File: src/rtl/pipeline_run_ctrl.sv
// Run/halt sequencer for the 5-stage core: flush-start, halt detection, drain, cycle/retire counters.
// Optional watchdog halt is compiled in with `define WATCHDOG_EN.
module pipeline_run_ctrl #(
  parameter int          DRAIN_CYCLES = 4,
  parameter int          CNT_WIDTH    = 32,
  parameter logic [31:0] HALT_INSTR   = 32'h0000_0000,
  parameter int          WDOG_LIMIT   = 100000
) (
  input  logic                 clk_i,
  input  logic                 reset_n_i,
  input  logic                 start_i,
  input  logic                 halt_req_i,
  input  logic                 if_valid_i,
  input  logic [31:0]          if_instr_i,
  input  logic                 wb_valid_i,
  output logic                 fetch_en_o,
  output logic                 pc_clear_o,
  output logic                 pipe_flush_o,
  output logic                 kill_if_o,
  output logic                 running_o,
  output logic                 halted_o,
  output logic [1:0]           halt_cause_o,
  output logic [CNT_WIDTH-1:0] cycle_count_o,
  output logic [CNT_WIDTH-1:0] retire_count_o
);

  // state   | meaning
  // IDLE    | out of reset, nothing fetched
  // RUN     | executing; first cycle is the flush cycle (flush_q=1)
  // DRAIN   | fetch off, in-flight instructions retire
  // HALTED  | stopped, counters and cause frozen
  localparam logic [1:0] S_IDLE   = 2'd0;
  localparam logic [1:0] S_RUN    = 2'd1;
  localparam logic [1:0] S_DRAIN  = 2'd2;
  localparam logic [1:0] S_HALTED = 2'd3;

  localparam int DW = (DRAIN_CYCLES > 1) ? $clog2(DRAIN_CYCLES) : 1;

  logic [1:0]           state_q, state_d;
  logic                 flush_q, flush_d;
  logic [DW-1:0]        drain_q, drain_d;
  logic [1:0]           cause_q, cause_d;
  logic [CNT_WIDTH-1:0] cycle_q, cycle_d;
  logic [CNT_WIDTH-1:0] retire_q, retire_d;
  logic                 running_q, halted_q;
  logic                 halt_word;
  logic                 run_live;

  assign halt_word = if_valid_i && (if_instr_i == HALT_INSTR);
  assign run_live  = (state_q == S_RUN) && !flush_q;

`ifdef WATCHDOG_EN
  logic wdog_hit;
  assign wdog_hit = (cycle_q >= CNT_WIDTH'(WDOG_LIMIT - 1));
`endif

  always_comb begin
    state_d  = state_q;
    flush_d  = flush_q;
    drain_d  = drain_q;
    cause_d  = cause_q;
    cycle_d  = cycle_q;
    retire_d = retire_q;

    // counters saturate rather than wrap
    if ((state_q == S_RUN) || (state_q == S_DRAIN)) begin
      if (cycle_q != '1) cycle_d = cycle_q + 1'b1;
      if (wb_valid_i && (retire_q != '1)) retire_d = retire_q + 1'b1;
    end

    case (state_q)
      S_IDLE, S_HALTED: begin
        if (start_i) begin
          state_d  = S_RUN;
          flush_d  = 1'b1;
          cycle_d  = '0;
          retire_d = '0;
          cause_d  = 2'd0;
        end
      end
      S_RUN: begin
        flush_d = 1'b0;
        if (!flush_q) begin
          if (halt_word) begin
            state_d = S_DRAIN;
            cause_d = 2'd1;
            drain_d = DW'(DRAIN_CYCLES - 1);
          end else if (halt_req_i) begin
            state_d = S_DRAIN;
            cause_d = 2'd2;
            drain_d = DW'(DRAIN_CYCLES - 1);
          end
`ifdef WATCHDOG_EN
          else if (wdog_hit) begin
            state_d = S_DRAIN;
            cause_d = 2'd3;
            drain_d = DW'(DRAIN_CYCLES - 1);
          end
`endif
        end
      end
      S_DRAIN: begin
        if (drain_q == '0) state_d = S_HALTED;
        else               drain_d = drain_q - 1'b1;
      end
      default: state_d = S_IDLE;
    endcase
  end

  always_ff @(posedge clk_i or negedge reset_n_i) begin
    if (!reset_n_i) begin
      state_q   <= S_IDLE;
      flush_q   <= 1'b0;
      drain_q   <= '0;
      cause_q   <= 2'd0;
      cycle_q   <= '0;
      retire_q  <= '0;
      running_q <= 1'b0;
      halted_q  <= 1'b0;
    end else begin
      state_q   <= state_d;
      flush_q   <= flush_d;
      drain_q   <= drain_d;
      cause_q   <= cause_d;
      cycle_q   <= cycle_d;
      retire_q  <= retire_d;
      running_q <= (state_d == S_RUN) || (state_d == S_DRAIN);
      halted_q  <= (state_d == S_HALTED);
    end
  end

  // halt word is squashed in IF so it never reaches ID
  assign fetch_en_o     = run_live;
  assign kill_if_o      = run_live && halt_word;
  assign pc_clear_o     = flush_q;
  assign pipe_flush_o   = flush_q;
  assign running_o      = running_q;
  assign halted_o       = halted_q;
  assign halt_cause_o   = cause_q;
  assign cycle_count_o  = cycle_q;
  assign retire_count_o = retire_q;

endmodule

File: config.mk
export PLATFORM = sky130hd
export DESIGN_NAME = pipeline_run_ctrl
export DESIGN_NICKNAME = d
export VERILOG_FILES = /design/src/rtl/pipeline_run_ctrl.sv
export SDC_FILE = /design/constraint.sdc
export NUM_CORES = 1
export LEC_CHECK = 0
export BUFFER_PORTS_ARGS = -buffer_cell sky130_fd_sc_hd__buf_2
export CAP_MARGIN = 25
export CORE_ASPECT_RATIO = 1.4
export CORE_MARGIN = 5
export CORE_UTILIZATION = 35
export CTS_CLUSTER_SIZE = 20
export DETAILED_ROUTE_END_ITERATION = 8
export PLACE_DENSITY = 0.53
export SLEW_MARGIN = 20
export SYNTH_ARGS = -nofsm -noshare
export SYNTH_HDL_FRONTEND = slang
export SYNTH_SLANG_ARGS = --single-unit
File: constraint.sdc
create_clock -name clk_i -period 4.1 [get_ports clk_i]
set_input_delay 1.23 -clock clk_i [delete_from_list [all_inputs] [get_ports clk_i]]
set_output_delay 1.23 -clock clk_i [all_outputs]
set_load 0.01 [all_outputs]
## Yosys cells after proc, flatten, opt, wreduce, memory -nomap -nowiden

Index checks and enable logic that the tools add are counted.

| storage, ports and cells | value |
|---|---|
| bits of input ports | 38 |
| word-level logic and storage cells | 65 |
| output and inout port bits | 72 |
| flip-flop bits (word level) | 73 |

| cells by class | value |
|---|---|
| add/subtract/negate cells | 3 |
| equal/unequal tests | 12 |
| muxes and demuxes | 26 |
| reductions and logical operators | 16 |

Operator list:

| cell | count |
|---|---|
| two-way mux 32 bit | 8 |
| adder 32 x 1 -> 32 bit (second input constant) | 2 |
| != test 32 bit (second input constant) | 2 |
| logical NOT 32 bit | 1 |
| two-way mux 2 bit | 13 |
| equality test 2 bit (second input constant) | 4 |
| one-hot mux 2 bit (2 select lines) | 2 |
| AND reduction 4 bit | 2 |
| != test 2 bit (second input constant) | 3 |
| one-hot mux 2 bit (3 select lines) | 1 |
| equality test 2 x 1 -> 1 bit (second input constant) | 2 |
| logical AND 1 bit | 4 |
| logical NOT 2 bit | 2 |
| nonzero test 2 bit | 2 |
| != test 3 bit (second input constant) | 1 |
| logical OR 1 bit | 2 |
| one-hot mux 1 bit (2 select lines) | 1 |
| AND reduction 2 bit | 1 |
| OR reduction 2 bit | 1 |
| subtractor 2 x 1 -> 2 bit (second input constant) | 1 |
| logical NOT 1 bit | 1 |
| two-way mux 1 bit | 1 |

## Depth between registers and ports, before layout

Gate-level depths: netlist (run 1).

| logic depth | value |
|---|---|
| depth after elaboration | 7 |
| mapped depth | 9 |

## Least setup slack after synthesis (run 1)

Ideal clock, no wire load.

| timing | value |
|---|---|
| path kind | input-to-output |
| from | input if_instr_i[1] |
| to | output kill_if_o |
| arrival | 2.191 ns |
| stages | 3 |
| setup slack | 0.679 ns |
| cells stage by stage | nor4b_1 > nand4_1 > nor4b_1 |

| between the ends | value |
|---|---|
| word-level cells in the longest chain between the ends | 3 |

RTL lines:

| item | line | RTL |
|---|---|---|
| from (decl) | 14 | `input logic [31:0] if_instr_i,` |
| logical NOT 32 bit | 49 | `assign halt_word = if_valid_i && (if_instr_i == HALT_INSTR);` |
| logical AND 1 bit | 49 |  |
| logical AND 1 bit | 134 | `assign kill_if_o = run_live && halt_word;` |
| to (decl) | 19 | `output logic kill_if_o,` |

Every way passes these cells.

## Worst setup path in the final report (run 1)

Ends and elaborated chain as after synthesis.

==> flow_summary.toml, run 1 <==
[pwr]
p_sw_mw = 0.831
power_density_mw_per_mm2 = 443
internal-power_mw = 1.52
p_leak_nw = 2.30
p_comb_share_pct = 28.6
total_power_mw = 2.36
clockPowerShare_pct = 33.7
pwr-share-seq_pct = 37.7
switching_share_pct = 35.3
irDropWorstVdd_uv = 230

[timing]
setup-violations-final = 0
grt_setup_unrepaired = "false"
relSlewSlack_pct = 46.5
hold_viol_final = 0
tightestPinTransition_ps = 796
setup_ws_ps = 413
hold-worst-slack_ps = 518
setup_tns_ps = 0
min_period_ps = 3690
max_freq_mhz = 271
drv_slew = 0
fin_crit_sh_pct = 89.9
fin_skew_ps = 5.80

[placed_design]
gp_congestion = 0.804
dpl.hpwl_um = 8700
dp_slack_ps = 407
port_buffers = 109

[synth]
synth_area_leaders = "dfrtp_1, nand2_1, a21oi_1, nand3_1, o21ai_0"
yosys-top-cells-count = "dfrtp_1, nand2_1, nor2_1"
yosysSeqAreaShare_pct = 42.2
synth_edf_count = 0
yosys_warnings = 0
synth_seq_cells = 73
yosys.area.top_type_share_pct = 42.2
syn_avg_cell_area_sq_um = 8.97
synth_cells = 483
ys_async_sr_fraction_pct = 100
syn_nets = 528
synthFlopType = "dfrtp_1"
synth.most_common_cell = "dfrtp_1"
netlist_area_sq_mm = 0.00433
yosys.area.top_type = "dfrtp_1"
yosys.cell_types.count = 58

[finish]
drive_above_1_share_pct = 24.7
final_util_pct = 43.4
diodes = 0
area_delta_synth_final_pct = 22.8
nets = 631

[routing]
vias = 4223
vias_per_cell = 5.70
firstDrtPassIters = 4
drc = 0
wl_um = 12300
wire_per_inst_um = 16.6
drt_iter0_markers = 167
final_antenna_net_count = 0

[die]
die_height_um = 142
rows = 48
core_area_sq_mm = 0.0123
start_util_pct = 35.3
dieArea_sq_mm = 0.0147
io_pins = 110
die_w_um = 104

[outcome]
status = "completed"

[clock_network]
ctsResizeCount = 0
cts_tree = "built"
htreeDepth = 3
cts_num_sinks = 73
cts_hold_buf = 0
postCtsSetupBuffers = 0
worstSkewPairLatency_ps = 340
cts-root-buf = "clkbuf_16"
clk_path_buf_depth = 2
clk_pin_slew_ps = 60
cts_buffers = 9

[hold_path]
whs_path_depth = 1
hp-class = "reg -> reg"

[global_routing]
grt_use_total_pct = 16.6
grt_pass1_vias = 3975
antenna_found_initial = 0
grt_max_degree = 74
overflow = 0
grt_pass1_wl_um = 20200

[flow_run]
maxCapViolCount = 0

[worst_setup_path]
critPathArrivalTime_ps = 2460
startpoint_type = "input port"
critPathCaptureType = "output pin"
critPathKind = "in -> out"
crit_path_max_fanout = 3
reg2regPathDepth = 8
critPathRequiredTime_ps = 2870
area by class of cell:
cell class                 count  area (sq um)
clock inverter                 6          57.6
inverter                      17          63.8
tap                          150           188
multi-input combinational    372          2350
fill                        1238          6930
clock buffer                  10           239
sequential                    73          1830
timing repair buffer         113           598
sequential cells by signal, indices dropped and copies added (netlist names):
register / count
running_o: 1
drain_q: 2
halt_cause_o: 2
cycle_count_o: 32
retire_count_o: 32
halted_o: 1
state_q: 2
pc_clear_o: 1
critical path, stage by stage:
cell     delay (ps)
buf_2           100
nor4b_1         310
nand4_1         200
nor4b_1         400
buf_2           210
placed cells by master (no fill, tap or decap), types with 3 or more instances in the layout:
cell / instances
xnor2_1: 10
o31ai_1: 11
o211ai_1: 9
inv_1: 17
nand3_1: 29
and3_1: 5
or3_1: 22
clkinv_2: 4
nor2_1: 34
or4_1: 7
clkbuf_16: 9
mux2i_1: 4
nand4_1: 22
nand2_1: 43
nor4_1: 13
nor3_1: 9
o22ai_1: 7
a31oi_1: 4
o311ai_0: 3
nand2b_1: 3
o21a_1: 6
ha_1: 7
buf_2: 108
buf_4: 4
a211oi_1: 3
a21oi_1: 29
nor4_2: 3
xor2_1: 9
and4_1: 11
dfrtp_1: 73
and2_1: 4
nand3b_1: 3
o21ai_0: 29
per-stage QoR:
stage / instances / area, sq um
2_1_floorplan: 483 / 4330
3_3_place_gp: 724 / 4990
3_5_place_dp: 724 / 4990
4_1_cts: 740 / 5290
5_1_grt: 741 / 5320
6_report: 741 / 5320
kinds of logic after synthesis:
family	after synthesis	synth area share, %
muxes	6	1.44
adders and majority gates	7	2.02
xor gates and xnor gates	19	3.84
and+or+nand+nor	222	28.6
AOI/OAI and AO/OA	118	18.3
DFF	73	42.2
buffers and inverters	38	3.64
power groups by stage:
stage	sequential, mW	combinational, mW	clock (mW)
after global placement	0.897	0.666	0
after CTS	0.889	0.683	0.820
after detailed placement	0.902	0.681	0
final	0.888	0.673	0.795
after floorplan	0.900	0.439	0
after global routing	0.905	0.751	0.851
per-layer routing:
metal | track usage, % | routed length (um)
met1 | 21.2 | 5560
met2 | 27.3 | 5850
met3 | 3.55 | 693
met4 | 6.62 | 227
met5 | 0 | 0
path summary, 6_finish.rpt:
kind / from / end / slack, ps
worst min register to register: drain_q[1] / drain_q[1] / 520
min in group asynchronous: reset_n_i / cycle_count_o[2] / 820
max in group asynchronous: reset_n_i / retire_count_o[9] / 2720
worst max register to register: state_q[0] / cycle_count_o[27] / 1250
worst min-delay path: drain_q[1] / drain_q[1] / 520
worst max-delay path: if_instr_i[1] / kill_if_o / 410
(Power assumes the default switching activity.)
==> inputs of run 2 (changes only) <==
--- a/config.mk
+++ b/config.mk
@@ -9,10 +9,11 @@
 export CAP_MARGIN = 25
 export CORE_ASPECT_RATIO = 1.4
 export CORE_MARGIN = 5
-export CORE_UTILIZATION = 35
+export CORE_UTILIZATION = 45
 export CTS_CLUSTER_SIZE = 20
 export DETAILED_ROUTE_END_ITERATION = 8
-export PLACE_DENSITY = 0.53
+export HOLD_SLACK_MARGIN = 0.12
+export PLACE_DENSITY = 0.65
 export SLEW_MARGIN = 20
 export SYNTH_ARGS = -nofsm -noshare
 export SYNTH_HDL_FRONTEND = slang
==> run 2 against run 1 <==
Against the previous run:
- final cell count fell by 5.4%
- hold slack got worse by 15 ps
- flip-flop and latch count did not move
- clock power fell by 12%
- register-to-register slack improved by 220 ps
- first-iteration DRC count rose by 14%
- die area fell by 20%
- worst setup slack improved by 33 ps
- total power fell by 4.5%
==> flow_summary.toml, run 2 (synthesis gave the netlist of run 1 again) <==
[timing]
min_period_ps = 3650
max_freq_mhz = 274
fin_skew_ps = 5.22
grt_setup_unrepaired = "false"
setup-violations-final = 0
hold_viol_final = 0
setup_tns_ps = 0
drv_slew = 0
relSlewSlack_pct = 44.9
fin_crit_sh_pct = 89.1
tightestPinTransition_ps = 820

[placed_design]
port_buffers = 109
dpl.hpwl_um = 8590
gp_congestion = 0.882

[routing]
final_antenna_net_count = 0
wl_met2_um = 5760
wl_met3_um = 724
drc = 0
drt_iter0_markers = 190
vias = 4237
firstDrtPassIters = 4
vias_per_cell = 6.04
wl_met1_um = 4950
top_layer = "met4"
wire_per_inst_um = 16.5
wl_um = 11600

[clock_network]
cts_buffers = 9
cts_num_sinks = 73
clk_pin_slew_ps = 60
cts_hold_buf = 0
worstSkewPairLatency_ps = 330
cts_tree = "built"
cts-root-buf = "clkbuf_16"
htreeDepth = 3
ctsResizeCount = 0
postCtsSetupBuffers = 0
clk_path_buf_depth = 2

[worst_setup_path]
r2r_slack_ps = 1470
crit_path_max_fanout = 3
rr_startpoint = "state_q[0]"
critPathCaptureType = "output pin"
critPathKind = "in -> out"
critPathRequiredTime_ps = 2870
startpoint_type = "input port"
reg2regPathDepth = 7
critPathCapture = "kill_if_o"
startpoint = "if_instr_i[1]"
r2r_end = "halt_cause_o[1]"
critPathArrivalTime_ps = 2420

[finish]
nets = 632
diodes = 0
drive_above_1_share_pct = 24.5
area_delta_synth_final_pct = 20.5
layout_commonest_cell = "buf_2"
final_cell_mix = "buf_2, dfrtp_1, nand2_1"

[pwr]
total_power_mw = 2.25
irDropWorstVdd_uv = 272
power_density_mw_per_mm2 = 431
p_leak_nw = 2.28

[global_routing]
grt_pass1_wl_um = 19300
grt_use_total_pct = 20.0
antenna_found_initial = 0
grt_pass1_vias = 4176
grt_max_degree = 30
overflow = 0

[outcome]
status = "completed"

[die]
core_area_sq_mm = 0.00946
io_pins = 110
rows = 42
die_w_um = 92.9
dieArea_sq_mm = 0.0117
die_height_um = 126
start_util_pct = 45.8

[hold_path]
hp-class = "reg -> reg"

[flow_run]
maxCapViolCount = 0
==> run 2: changes by cell type in the layout (fill, tap and decap cells not counted) <==
cell,before,now
buf_4,4,5
clkinvlp_4,1,0
clkbuf_1,0,1
buf_16,1,0
buf_2,108,109
bufinv_16,1,0
==> run 2: critical path: stages <==
cell and delay, ps:
buf_2 100, nor4b_1 310, nand4_1 200, nor4b_1 370
buf_2 210
==> run 2: per-stage QoR <==
stage	std cells	util [%]	cell area (sq um)	setup WS, ps	hold WS [ps]
finish	701	55.2	5220	446	503
global route	701	55.2	5220	306	537
CTS	701	55.2	5220	433	501
detailed placement	686	52.4	4960	426	480
global placement	686	52.4	4960	537	485
floorplan	483	-	4330	679	479
==> run 2: cell type report <==
| cell class | instances | area, sq um |
|---|---|---|
| well taps | 110 | 138 |
| multi-input cells | 372 | 2350 |
| fillers | 889 | 4240 |
| clock buffers | 11 | 243 |
| clock inverters | 4 | 20.0 |
| repair buffers | 114 | 583 |
| inverters | 17 | 63.8 |
| flip-flops and latches | 73 | 1830 |
==> run 2: power breakdown <==
group	total, mW	internal (mW)	switching [mW]
sequential	0.883	0.791	0.0919
clock	0.699	0.418	0.281
combinational	0.668	0.250	0.418
total	2.25	1.46	0.791
==> run 2: layer usage <==
metal  global-route usage, %  up-vias
met5                       0        -
met2                    34.3      143
met4                    6.99        0
met3                    3.88       13
li1                        -     2036
met1                    25.1     2045
==> run 2: how the worst min path moves through the flow <==
stage | depth (start not counted) | to | start | slack [ps]
2_1_floorplan | 1 | drain_q[1] | drain_q[1] | 480
3_3_place_gp | 1 | halt_cause_o[0] | halt_cause_o[0] | 480
3_5_place_dp | 1 | halt_cause_o[0] | halt_cause_o[0] | 480
4_1_cts | 1 | halt_cause_o[0] | halt_cause_o[0] | 500
5_1_grt | 1 | drain_q[1] | drain_q[1] | 540
6_report | 1 | drain_q[1] | drain_q[1] | 500
